$ cat src/rtl/ramio_arbiter_pkg.sv
// ramio_arbiter_pkg: shared FSM states and request record for the ramio arbiter
package ramio_arbiter_pkg;
  localparam int MaxAddressBitWidth = 64;
  typedef enum logic [1:0] {Idle, Issue, Wait} state_e;
  typedef struct packed {
    logic [1:0] write_type;
    logic [2:0] read_type;
    logic [MaxAddressBitWidth-1:0] address;
    logic [31:0] data_in;
  } req_t;
endpackage

$ cat src/rtl/ramio_arbiter_request.sv
// ramio_arbiter_request: one-deep capture buffer holding a single requester's pending request
module ramio_arbiter_request
  import ramio_arbiter_pkg::*;
(
  input  logic clk,
  input  logic rst,
  input  logic capture,
  input  logic clear,
  input  req_t req,
  output logic pending,
  output req_t req_q
);
  always_ff @(posedge clk) begin
    if (rst) begin
      pending <= 1'b0;
      req_q <= '0;
    end else begin
      if (capture) req_q <= req;
      pending <= capture | (pending & ~clear);
    end
  end
endmodule

$ cat src/rtl/ramio_arbiter.sv
// ramio_arbiter: round-robin arbiter sharing one ramio port between two buffered requesters
module ramio_arbiter
  import ramio_arbiter_pkg::*;
#(
  parameter int AddressBitWidth = 32
) (
  input  logic clk,
  input  logic rst,
  input  logic m0_enable,
  input  logic [1:0] m0_write_type,
  input  logic [2:0] m0_read_type,
  input  logic [AddressBitWidth-1:0] m0_address,
  input  logic [31:0] m0_data_in,
  output logic [31:0] m0_data_out,
  output logic m0_data_out_ready,
  output logic m0_busy,
  input  logic m1_enable,
  input  logic [1:0] m1_write_type,
  input  logic [2:0] m1_read_type,
  input  logic [AddressBitWidth-1:0] m1_address,
  input  logic [31:0] m1_data_in,
  output logic [31:0] m1_data_out,
  output logic m1_data_out_ready,
  output logic m1_busy,
  output logic ramio_enable,
  output logic [1:0] ramio_write_type,
  output logic [2:0] ramio_read_type,
  output logic [AddressBitWidth-1:0] ramio_address,
  output logic [31:0] ramio_data_in,
  input  logic [31:0] ramio_data_out,
  input  logic ramio_data_out_ready,
  input  logic ramio_busy
);
  state_e state, state_n;
  logic grant, grant_n, last_grant, last_grant_n, ready_seen, ready_seen_n;
  logic pending0, pending1, clear0, clear1, winner, done, active;
  req_t req0_d, req1_d, req0_q, req1_q, ramio_q, ramio_q_n;
  assign req0_d = '{write_type: m0_write_type, read_type: m0_read_type,
                    address: MaxAddressBitWidth'(m0_address), data_in: m0_data_in};
  assign req1_d = '{write_type: m1_write_type, read_type: m1_read_type,
                    address: MaxAddressBitWidth'(m1_address), data_in: m1_data_in};
  assign active = state != Idle;
  assign m0_busy = pending0 | (~grant & active);
  assign m1_busy = pending1 | (grant & active);
  ramio_arbiter_request u_req0 (
    .clk(clk), .rst(rst), .capture(m0_enable & ~m0_busy), .clear(clear0),
    .req(req0_d), .pending(pending0), .req_q(req0_q)
  );
  ramio_arbiter_request u_req1 (
    .clk(clk), .rst(rst), .capture(m1_enable & ~m1_busy), .clear(clear1),
    .req(req1_d), .pending(pending1), .req_q(req1_q)
  );
  // a lone pending request wins outright; a tie goes to whoever was not served last
  assign winner = (pending0 & pending1) ? ~last_grant : pending1;
  assign done = ~ramio_busy & (ramio_q.read_type == 3'd0 | ready_seen | ramio_data_out_ready);
  always_comb begin
    state_n = state;
    grant_n = grant;
    last_grant_n = last_grant;
    ready_seen_n = ready_seen;
    ramio_q_n = ramio_q;
    clear0 = 1'b0;
    clear1 = 1'b0;
    case (state)
      Idle: if ((pending0 | pending1) & ~ramio_busy) begin
        state_n = Issue;
        grant_n = winner;
        ramio_q_n = winner ? req1_q : req0_q;
        clear0 = ~winner;
        clear1 = winner;
      end
      Issue: state_n = Wait;
      Wait: begin
        ready_seen_n = ready_seen | ramio_data_out_ready;
        if (done) begin
          state_n = Idle;
          last_grant_n = grant;
          ready_seen_n = 1'b0;
        end
      end
      default: state_n = Idle;
    endcase
  end
  always_ff @(posedge clk) begin
    if (rst) begin
      state <= Idle;
      grant <= 1'b0;
      last_grant <= 1'b1;
      ready_seen <= 1'b0;
      ramio_q <= '0;
    end else begin
      state <= state_n;
      grant <= grant_n;
      last_grant <= last_grant_n;
      ready_seen <= ready_seen_n;
      ramio_q <= ramio_q_n;
    end
  end
  assign ramio_enable = state == Issue;
  assign ramio_write_type = ramio_q.write_type;
  assign ramio_read_type = ramio_q.read_type;
  assign ramio_address = ramio_q.address[AddressBitWidth-1:0];
  assign ramio_data_in = ramio_q.data_in;
  assign m0_data_out = ramio_data_out;
  assign m1_data_out = ramio_data_out;
  assign m0_data_out_ready = ramio_data_out_ready & ~grant & active;
  assign m1_data_out_ready = ramio_data_out_ready & grant & active;
  // the record is sized for the widest address; upper bits are always zero here
  if (AddressBitWidth < MaxAddressBitWidth) begin : g_addr_hi
    logic unused_address_hi;
    assign unused_address_hi = ^ramio_q.address[MaxAddressBitWidth-1:AddressBitWidth];
  end
endmodule

$ cat config.mk
export PLATFORM = sky130hd
export DESIGN_NAME = ramio_arbiter
export DESIGN_NICKNAME = d
export VERILOG_FILES = /design/src/rtl/ramio_arbiter_pkg.sv /design/src/rtl/ramio_arbiter_request.sv /design/src/rtl/ramio_arbiter.sv
export SDC_FILE = /design/constraint.sdc
export NUM_CORES = 1
export LEC_CHECK = 0
export BUFFER_PORTS_ARGS = -buffer_cell sky130_fd_sc_hd__buf_2
export CAP_MARGIN = 20
export CORE_ASPECT_RATIO = 1.1
export CORE_MARGIN = 2
export CORE_UTILIZATION = 48
export DETAILED_ROUTE_END_ITERATION = 16
export PLACE_DENSITY_LB_ADDON = 0.1
export SYNTH_ARGS = -nofsm -noshare
export SYNTH_HDL_FRONTEND = slang
export SYNTH_SLANG_ARGS = --single-unit
$ cat constraint.sdc
create_clock -name clk -period 3.5 [get_ports clk]
set_input_delay 0.525 -clock clk [delete_from_list [all_inputs] [get_ports clk]]
set_output_delay 0.525 -clock clk [all_outputs]
set_load 0.03 [all_outputs]
==> results by group <==
Run status
  • Status: finished, final reports clean

Hold path
  • Hold_sp: m0_data_in[21]
  • Hold crit path type: in2reg

Power and ir drop
  • VDD IR max: 362.3 µV
  • Leak pwr: about 4.7 nW
  • Pwr/cell area: 535.4 mW/mm²

Route
  • First-pass DRT Iterations: 6
  • Total number of vias: 7116
  • Avg Vias per Cell: 5.295
  • Antenna-violating nets left: 0
  • DRC Markers: 0
  • Final wirelength: about 22000 µm
  • Iter 0 DRT Violations: 242
  • Routed wire per std cell: 16.64 µm

Synth
  • Register area share after synthesis: 0.4559
  • Ys Warns: 0
  • Synth cell types: 41
  • Top cells by area, synth: dfxtp_1 46%, mux2i_1 12%, nand2_1 9.2%
  • Post-synth top cells: 231 x nand2_1, 214 x dfxtp_1, 116 x mux2i_1
  • Syn Nets: approximately 1200
  • Syn avg cell area: 9.639 µm²
  • Post-synth ARST share: 0
  • Post-synth top area share: 0.4559
  • Mapped Area: 0.009398 mm²
  • Main flop type after synthesis: dfxtp_1
  • Post-synthesis register bit count: 214
  • Area leader, netlist: dfxtp_1
  • Number of synthesized flops with an enable pin: 0
  • Most instantiated library cell after synthesis: nand2_1
  • Cells after synthesis: between 900 and 1000

Die
  • Die area: 0.02072 mm²
  • # IOs: 314
  • Starting Density: 0.4904
  • Die extent in y: around 150 µm
  • # rows: 53
  • Core Box Area: 0.01916 mm²
  • Die W: 137.4 µm

CTS
  • Root Buffer: clkbuf_16
  • CTS clk-pin slew, worst paths: 0.06 ns
  • Post-CTS setup buffer count: 0
  • CTS resizes: 0
  • TritonCTS Buffers: 23
  • Clk Latency, worst-skew pair: ~0.50 ns
  • Clock sink total: around 210
  • H-tree Lvls: 1
  • Hold_buf cts: 0
  • CTS tree: done
  • Bufs on Longest Clock Path: 3

GRT
  • Number of global-route vias before repair: just under 7000
  • Initial antenna violation count: 3
  • GR peak layer: met2
  • All-Layer GR Usage: 0.2113
  • Met3 Use GR: 0.04377
  • Largest net degree at the start of global routing: 113
  • Met2 Resource Use GR: 0.3622
  • Global-route wire length before repair: between 30000 and 40000 µm
  • M1 GR Usage: 0.2729
  • Grt total ovfl: 0

Cells and area
  • Final nets: 1258
  • Fillers: ~1800
  • Finished Layout Cells: 1344
  • Sequential cell area: 0.004284 mm²
  • Area grow syn2layout: 15.03%
  • Multi-input gate area: around 0.0041 mm²
  • Share of layout cells above drive strength 1: 0.3023

STA
  • Final setup fails: 0
  • Max Fclk: between 300 and 400 MHz
  • Final hold viol count: 0
  • Worst-Margin Slew: 1.110 ns
  • Unrepaired setup endpoints after global routing: false
  • Worst setup margin: 0.8075 ns
  • Final Skew: 0.01520 ns
  • Worst rel slew slack: 0.2597
  • Final worst path period share: 0.7693
  • Hold_ws: 0.2638 ns
  • Final TNS setup: 0 ns
  • Crit path time final: 2.693 ns
  • Slew Viols, Final: 0

Placement
  • # port buffers: 217
  • Pre-CTS WS: about 0.95 ns
  • Dpl hpwl: roughly 14000 µm
  • Routability congestion estimate: 0.7371
  • Placed Cells: 1304

Setup path
  • Worst Path Max Fanout: 27
  • Crit-path max cell delay: 1.03 ns
  • Crit path DAT: 2.17 ns
  • Worst EP required: 2.97 ns
  • Setup Crit Path Kind: reg2out
  • Setup crit start kind: register
  • Slowest cell on crit path: dfxtp_1
  • Critical Path Start: u_req0.pending
  • CP Cell Sequence: inv_1 > o21ai_0 > buf_2
  • Critical Path End Type: output pin
  • Critical R2R Launch: u_req0.pending

Job
  • MaxCap Viol Count: 0
[state kept, by name (all words and copies together), names as in the netlist, 2 cells and up]
signal and cells:
u_req0.req_q 69, u_req1.req_q 69, ramio_address 32, ramio_data_in 32, ramio_read_type 3, ramio_write_type 2
state 2
[cells in the final DEF, fill, tap and decap left out, drive strengths merged]
master	count
o21ai	3
mux2	23
nor3	3
o211a	1
clkinv	5
o21bai	1
or3	1
buf	230
and3	1
nor2	5
and2b	1
or2	1
nor2b	47
nand2	231
o211ai	46
nand2b	1
mux2i	116
a21o	1
nor3b	1
a211oi	1
o21a	2
a21boi	2
dfxtp	214
nand4	23
a31oi	1
or4	1
inv	26
clkbuf	30
o221ai	69
a21oi	3
bufinv	3
nand3	2
diode	2
[report_power, final]
| group | switching, W | internal, W | leakage, nW | total [W] |
|---|---|---|---|---|
| Sequential | 0.0000605 | 0.00259 | 1.75 | 0.00265 |
| Combinational | 0.000456 | 0.000280 | 2.56 | 0.000736 |
| Clock | 0.000941 | 0.00146 | 0.366 | 0.00240 |
| Total | 0.00146 | 0.00433 | 4.67 | 0.00579 |
[cell type report]
cell class	count	share of cell area
Clock inverter	8	0.01065
Clock buffer	30	0.05752
Antenna cell	2	0.0004630
Tap cell	247	0.02859
Inverter	26	0.009722
Timing Repair Buffer	230	0.1141
Multi-Input combinational cell	587	0.3826
Sequential cell	214	0.3963
[path summary, 6_finish.rpt]
path | to | slack [ns] | cells after the start
hold / removal | u_req0.req_q[21] | 0.26 | 3
setup reg to reg | u_req0.req_q[35] | 0.91 | 4
hold reg to reg | u_req1.req_q[10] | 0.47 | 2
setup / recovery | m0_busy | 0.81 | 3
[routing by layer]
metal	share of wire	routed length (µm)
met4	0.014	305
met2	0.47	10580
met3	0.062	1378
met5	0.00072	16
met1	0.45	10080
[critical path, delay by kind of cell (launching register included)]
family / cells / cell delay (ns)
AOI/OAI and AO/OA: 1 / 0.16
DFF: 1 / 1.03
buffers and inverters: 2 / 0.47
[through the flow]
step / util / total power [W] / instance area (µm²)
floorplan: - / 0.003356 / 9398
global placement: 0.5254 / 0.003435 / 10070
detailed placement: 0.5254 / 0.003444 / 10070
CTS: 0.5638 / 0.005860 / 10810
global route: 0.5638 / 0.006035 / 10810
finish: 0.5641 / 0.005788 / 10810
[cell families (layout without fill, tap and decap cells)]
logic type | after synthesis | in the layout | synth area share
simple gates | 318 | 318 | 0.1503
flops | 214 | 214 | 0.4559
mux | 139 | 139 | 0.1511
other cells | 0 | 2 | 0
compound gates | 130 | 130 | 0.1343
buf+inv | 174 | 294 | 0.1084
Power figures use the tool's default switching activity.
